==> src/rtl/wash_cycle_controller.sv <==
// -----------------------------------------------------------------------------
// wash_cycle_controller
//
// Runs one laundry cycle through FILL -> WASH -> RINSE -> SPIN -> DRY -> DONE.
// The program select chooses the phases. A phase whose duration parameter is 0
// is skipped with no zero-length state. Each timed phase lasts DUR*TICK_DIV
// unfrozen clocks. A prescaler produces one tick every TICK_DIV clocks.
//
// Ports
//   clk, reset            clock, asynchronous active-high reset
//   power                 0 = freeze all state (abort still works)
//   start                 starts a cycle from IDLE or DONE and latches program_sel
//   abort                 synchronous return to IDLE, clears counters
//   pause                 1 = freeze prescaler, tick counter and state
//   ack                   leaves DONE for IDLE (start wins if both are high)
//   program_sel[1:0]      00 full, 01 quick, 10 no-dry, 11 dry-only
//   water_full            fill sensor
//   detergent_full        detergent sensor
//   *_ongoing             one registered flag per phase state
//   finished              registered, high while in DONE
//   state[2:0]            0 IDLE .. 6 DONE
//   remaining[CNT_W-1:0]  ticks left in the current timed phase, else 0
// -----------------------------------------------------------------------------
module wash_cycle_controller #(
   parameter int TICK_DIV = 20000000,
   parameter int CNT_W    = 8,
   parameter int WASH_T   = 12,
   parameter int RINSE_T  = 6,
   parameter int SPIN_T   = 8,
   parameter int DRY_T    = 8
) (
   input  logic             clk,
   input  logic             reset,
   input  logic             power,
   input  logic             start,
   input  logic             abort,
   input  logic             pause,
   input  logic             ack,
   input  logic [1:0]       program_sel,
   input  logic             water_full,
   input  logic             detergent_full,
   output logic             fill_ongoing,
   output logic             wash_ongoing,
   output logic             rinse_ongoing,
   output logic             spin_ongoing,
   output logic             dry_ongoing,
   output logic             finished,
   output logic [2:0]       state,
   output logic [CNT_W-1:0] remaining
);

   localparam int PRE_W = (TICK_DIV > 1) ? $clog2(TICK_DIV) : 1;
   localparam logic [PRE_W-1:0] PRE_MAX = PRE_W'(TICK_DIV - 1);

   localparam logic [2:0] S_IDLE  = 3'd0;
   localparam logic [2:0] S_FILL  = 3'd1;
   localparam logic [2:0] S_WASH  = 3'd2;
   localparam logic [2:0] S_RINSE = 3'd3;
   localparam logic [2:0] S_SPIN  = 3'd4;
   localparam logic [2:0] S_DRY   = 3'd5;
   localparam logic [2:0] S_DONE  = 3'd6;

   // Enabled phases for a program, bit order {dry, spin, rinse, wash}.
   function automatic logic [3:0] phase_en(input logic [1:0] p);
      logic [3:0] en;
      en[0] = (p != 2'b11) && (WASH_T != 0);
      en[1] = ((p == 2'b00) || (p == 2'b10)) && (RINSE_T != 0);
      en[2] = (p != 2'b11) && (SPIN_T != 0);
      en[3] = ((p == 2'b00) || (p == 2'b11)) && (DRY_T != 0);
      return en;
   endfunction

   function automatic logic [CNT_W-1:0] phase_dur(input logic [2:0] s);
      logic [CNT_W-1:0] d;
      d = '0;
      case (s)
         S_WASH:  d = CNT_W'(WASH_T);
         S_RINSE: d = CNT_W'(RINSE_T);
         S_SPIN:  d = CNT_W'(SPIN_T);
         S_DRY:   d = CNT_W'(DRY_T);
         default: d = '0;
      endcase
      return d;
   endfunction

   // First enabled phase strictly after 'from'. Phase state codes are 2..5.
   // The loop scans downward so that the lowest qualifying phase wins.
   function automatic logic [2:0] next_phase(input logic [2:0] from, input logic [3:0] en);
      logic [2:0] r;
      r = S_DONE;
      for (int i = 3; i >= 0; i--) begin
         if (en[i] && (3'(i + 2) > from)) r = 3'(i + 2);
      end
      return r;
   endfunction

   logic [2:0]       state_q, state_d;
   logic [PRE_W-1:0] pre_q, pre_d;
   logic [CNT_W-1:0] elapsed_q, elapsed_d;
   logic [1:0]       prog_q, prog_d;
   logic             fill_q, wash_q, rinse_q, spin_q, dry_q, finished_q;
   logic             fill_d, wash_d, rinse_d, spin_d, dry_d, finished_d;
   logic [CNT_W-1:0] remaining_q, remaining_d;

   logic [3:0]       en_start, en_run;
   logic [CNT_W-1:0] dur_m1;
   logic             tick;

   // A start uses the incoming program. A running cycle uses the latched program.
   assign en_start = phase_en(program_sel);
   assign en_run   = phase_en(prog_q);
   assign dur_m1   = phase_dur(state_q) - CNT_W'(1);
   assign tick     = (pre_q == PRE_MAX);

   // State register
   always_ff @(posedge clk or posedge reset) begin
      if (reset) begin
         state_q     <= S_IDLE;
         pre_q       <= '0;
         elapsed_q   <= '0;
         prog_q      <= 2'b00;
         fill_q      <= 1'b0;
         wash_q      <= 1'b0;
         rinse_q     <= 1'b0;
         spin_q      <= 1'b0;
         dry_q       <= 1'b0;
         finished_q  <= 1'b0;
         remaining_q <= '0;
      end else begin
         state_q     <= state_d;
         pre_q       <= pre_d;
         elapsed_q   <= elapsed_d;
         prog_q      <= prog_d;
         fill_q      <= fill_d;
         wash_q      <= wash_d;
         rinse_q     <= rinse_d;
         spin_q      <= spin_d;
         dry_q       <= dry_d;
         finished_q  <= finished_d;
         remaining_q <= remaining_d;
      end
   end

   // Next state
   always_comb begin
      state_d   = state_q;
      pre_d     = pre_q;
      elapsed_d = elapsed_q;
      prog_d    = prog_q;
      if (abort) begin
         state_d   = S_IDLE;
         pre_d     = '0;
         elapsed_d = '0;
      end else if (power && !pause) begin
         case (state_q)
            S_IDLE, S_DONE: begin
               pre_d     = '0;
               elapsed_d = '0;
               if (start) begin
                  prog_d = program_sel;
                  if (en_start[0] || en_start[1]) state_d = S_FILL;
                  else                            state_d = next_phase(S_FILL, en_start);
               end else if ((state_q == S_DONE) && ack) begin
                  state_d = S_IDLE;
               end
            end
            S_FILL: begin
               pre_d     = '0;
               elapsed_d = '0;
               if (water_full && detergent_full) state_d = next_phase(S_FILL, en_run);
            end
            S_WASH, S_RINSE, S_SPIN, S_DRY: begin
               if (tick) begin
                  pre_d = '0;
                  if (elapsed_q == dur_m1) begin
                     state_d   = next_phase(state_q, en_run);
                     elapsed_d = '0;
                  end else begin
                     elapsed_d = elapsed_q + CNT_W'(1);
                  end
               end else begin
                  pre_d = pre_q + PRE_W'(1);
               end
            end
            default: state_d = S_IDLE;
         endcase
      end
   end

   // Outputs are registered from the next-state values, so they move with state.
   always_comb begin
      fill_d      = (state_d == S_FILL);
      wash_d      = (state_d == S_WASH);
      rinse_d     = (state_d == S_RINSE);
      spin_d      = (state_d == S_SPIN);
      dry_d       = (state_d == S_DRY);
      finished_d  = (state_d == S_DONE);
      remaining_d = '0;
      if ((state_d >= S_WASH) && (state_d <= S_DRY))
         remaining_d = phase_dur(state_d) - elapsed_d;
   end

   assign fill_ongoing  = fill_q;
   assign wash_ongoing  = wash_q;
   assign rinse_ongoing = rinse_q;
   assign spin_ongoing  = spin_q;
   assign dry_ongoing   = dry_q;
   assign finished      = finished_q;
   assign state         = state_q;
   assign remaining     = remaining_q;

endmodule

==> config.mk <==
export PLATFORM = sky130hd
export DESIGN_NAME = wash_cycle_controller
export DESIGN_NICKNAME = d
export VERILOG_FILES = /design/src/rtl/wash_cycle_controller.sv
export SDC_FILE = /design/constraint.sdc
export NUM_CORES = 1
export LEC_CHECK = 0
export ABC_AREA = 0
export CORE_MARGIN = 2
export CORE_UTILIZATION = 45
export CTS_CLUSTER_SIZE = 10
export DETAILED_ROUTE_END_ITERATION = 8
export GPL_ROUTABILITY_DRIVEN = 0
export SYNTH_ARGS = -nofsm -noshare
export SYNTH_HDL_FRONTEND = slang
export SYNTH_SLANG_ARGS = --single-unit
==> constraint.sdc <==
create_clock -name clk -period 12.6 [get_ports clk]
set_input_delay 3.78 -clock clk [delete_from_list [all_inputs] [get_ports clk]]
set_output_delay 3.78 -clock clk [all_outputs]
set_load 0.005 [all_outputs]
==> metrics.md <==
| Metric | Value |
|---|---|
| Sequential fraction of design power | `0.517` |
| Slew Viols, Final | `0` |
| Initial antenna violation count | `0` |
| Crit path time final | `7.48 ns` |
| Critical path required time | `12.81 ns` |
| Post-CTS Hold Fix Bufs | `0` |
| Hold Path Sink | `pre_q[0]` |
| Switch Pwr | `0.0863 mW` |
| Worst-Margin Slew | `1.07 ns` |
| Clock skew | `0.0112 ns` |
| Clock Latency Late Sink | `0.31 ns` |
| Initial core utilization | `0.472` |
| CTS buffer count | `5` |
| DRT antenna net count | `0` |
| Max Freq | `134 MHz` |
| CTS root buf | `clkbuf_8` |
| Die width | `88.9 um` |
| Placed Cells | `467` |
| Top post-synthesis cells by area | `dfrtp_1 (40%), nor2_1 (5.1%), ha_1 (4.6%)` |
| Gate power share | `0.123` |
| Cell Count, Final, Fillers Out | `475` |
| Worst hold path depth | `1` |
| Drt drc | `0` |
| First-pass GRT wire length | `12100 um` |
| Power, Total | `0.338 mW` |
| Yosys warns | `0` |
| Vias in the first global route | `2462` |
| Max Cap Violations | `0` |
| Vias | `2668` |
| DRT iter0 DRCs | `132` |
| CORE AREA | `6870 um^2` |
| Clock power frac | `0.360` |
| CP Capture Type | `flop` |
| Util after Layout | `0.541` |
| Worst setup path start | `start` |
| Leakage | `1.53 nW` |
| Max rail drop VDD | `0.0000457 V` |
| Hold violation count in the final report | `0` |
| CTS H-Tree Depth | `2` |
| Peak fanout along the critical path | `5` |
| Synth top area share | `0.401` |
| Crit Reg-Reg Endpoint | `remaining[7]` |
| Vias per inst | `5.62` |
| Setup bufs post-CTS | `0` |
| Dpl hpwl | `5130 um` |
| Beginning of the worst hold path | `pre_q[0]` |
| I/O pin cnt | `28` |
| Syn_area_per_cell | `9.16 um^2` |
| Clk buf depth | `2` |
| Wire per inst | `15.0 um` |
| Post-CTS sizing | `0` |
| Synth Register Bits | `52` |
| Synth Instances | `354` |
| Worst reg-to-reg path cell count | `16` |
| Clk slew on worst S/H paths | `0.10 ns` |
| Final setup fails | `0` |
| Pwr/cell area | `90.9 nW/um^2` |
| Net Sw Frac | `0.255` |
| GR Overflow Total | `0` |
| CTS tree | `yes` |
| Hold crit path type | `reg -> reg` |
| Cell variety after synth | `60` |
| NumNets Final | `402` |
| Dpl ws | `4.75 ns` |
| Drt total wl | `7120 um` |
| Status | `completed` |
| Largest area contributor in the netlist | `dfrtp_1` |
| CP arrival | `7.69 ns` |
| Final Cycle Share | `0.594` |
| Worst setup margin | `5.12 ns` |
| RSZ-0062 raised after global routing | `false` |
| Sequential area share after synthesis | `0.401` |
| Reg2reg start | `state[1]` |
| Pint | `0.252 mW` |
| Share of layout cells above drive strength 1 | `0.0660` |
| Setup Total Neg Slack | `0 ns` |
| EDFF count, synth | `0` |
| Synth Flop Type | `dfrtp_1` |
| Die area | `7900 um^2` |
| Number of filler instances in the final layout | `648` |
| Post-Syn Nets | `378` |
| CP Class | `in -> reg` |
| Global-route total usage across every layer | `0.195` |
| CP Launch Type | `input port` |
| First-pass DRT Iterations | `4` |
| Largest net degree at the start of global routing | `53` |
| Core Rows | `30` |
| Chip height | `88.9 um` |
| Diode count | `0` |
| Asr flop ratio synth | `1.00` |
| Worst R2R Setup Slack | `7.30 ns` |
| Post-Syn Area | `3240 um^2` |
| Synth-to-layout area growth | `14.7%` |
| Port Buf Inserts | `27` |
| Clk sinks | `52` |
| Slew Limit Headroom | `0.287` |
power by group through the flow:
stage,sequential [mW],combinational [mW],clock (mW)
after global placement,0.178,0.0417,0
final,0.175,0.0415,0.122
after floorplan,0.176,0.0298,0
after detailed placement,0.178,0.0421,0
after global routing,0.176,0.0474,0.131
after CTS,0.175,0.0423,0.126
per-layer routing:
metal | part of all wire | wire length (um) | GRT usage | vias to the layer above
li1 | - | - | - | 1320
met1 | 0.52 | 3690 | 0.295 | 1288
met2 | 0.43 | 3040 | 0.288 | 52
met3 | 0.043 | 309 | 0.0299 | 8
met4 | 0.011 | 79 | 0.0510 | 0
met5 | 0 | 0 | 0 | -
worst max-delay path by stage:
stage / endpoint / slack, ns
floorplan: remaining[7] / 5.77
global placement: remaining[7] / 4.84
detailed placement: remaining[7] / 4.75
CTS: remaining[7] / 5.09
global route: remaining[7] / 4.74
finish: remaining[7] / 5.12
registers in the layout, summed over array words and instances, names as in the netlist:
name and flops:
fill_ongoing 1, remaining 8, finished 1, rinse_ongoing 1, pre_q 25, wash_ongoing 1
spin_ongoing 1, state 3, dry_ongoing 1, elapsed_q 8, prog_q 2
logic make-up (layout without fill, tap and decap cells):
group / count (synthesis) / in the layout / share of synthesized area
AO/OA/AOI/OAI: 58 / 58 / 0.125
XOR/XNOR: 32 / 32 / 0.0865
adder cells (fa/ha/maj): 13 / 13 / 0.0525
buffers and inverters: 28 / 53 / 0.0340
flip-flops: 52 / 52 / 0.401
multiplexers: 3 / 3 / 0.0100
AND/OR/NAND/NOR: 168 / 168 / 0.291
cell usage in the layout, fill, tap and decap left out, drive strengths merged, types with 3 or more instances in the layout:
| master | instances |
|---|---|
| a21o | 3 |
| a21oi | 14 |
| and2 | 5 |
| and3 | 10 |
| and4 | 4 |
| clkbuf | 6 |
| clkdlybuf4s50 | 27 |
| dfrtp | 52 |
| ha | 12 |
| inv | 16 |
| nand2 | 21 |
| nand2b | 7 |
| nand3 | 20 |
| nand4 | 9 |
| nor2 | 44 |
| nor2b | 6 |
| nor3 | 7 |
| nor4 | 10 |
| nor4b | 8 |
| o21ai | 11 |
| o22ai | 6 |
| o31a | 4 |
| o31ai | 4 |
| o41ai | 3 |
| or2 | 3 |
| or3 | 5 |
| xnor2 | 15 |
| xor2 | 17 |
cell type report:
| cell class | count | area, um^2 | area share |
|---|---|---|---|
| Clock buffer | 6 | 82.6 | 0.0222 |
| Clock inverter | 2 | 38.8 | 0.0104 |
| Inverter | 16 | 60.1 | 0.0162 |
| Multi-Input combinational cell | 274 | 1830 | 0.492 |
| Sequential cell | 52 | 1300 | 0.350 |
| Tap cell | 96 | 120 | 0.0323 |
| Timing Repair Buffer | 29 | 285 | 0.0767 |
critical path, stage by stage:
cell,delay (ns)
clkdlybuf4s50_1,0.43
and3_1,0.19
a31oi_1,0.19
o22ai_1,0.11
a21oi_1,0.16
a21oi_1,0.08
a21oi_1,0.34
nor2_1,0.10
ha_1,0.33
o41ai_2,0.35
ha_1,0.34
and3_1,0.21
a2111oi_0,0.76
o311ai_0,0.22
o41ai_1,0.10
metrics by stage:
stage | area (um^2) | hold slack [ns]
floorplan | 3240 | 0.481
global placement | 3600 | 0.505
detailed placement | 3600 | 0.513
CTS | 3720 | 0.532
global route | 3720 | 0.577
finish | 3720 | 0.539
synthesized netlist by cell type (5+ instances only):
cell      number
nor3_1         7
xnor2_1       15
o21ai_0        9
ha_1          12
nor4_1         9
and3_1        10
nand3_1       20
xor2_1        17
nand2b_1       7
nor2b_1        6
nand2_1       21
o22ai_1        6
nor4b_1        6
nor2_1        44
dfrtp_1       52
clkbuf_1       7
and2_1         5
or3_1          5
nand4_1        9
inv_1         16
a21oi_1       14
(Power assumes the default switching activity.)
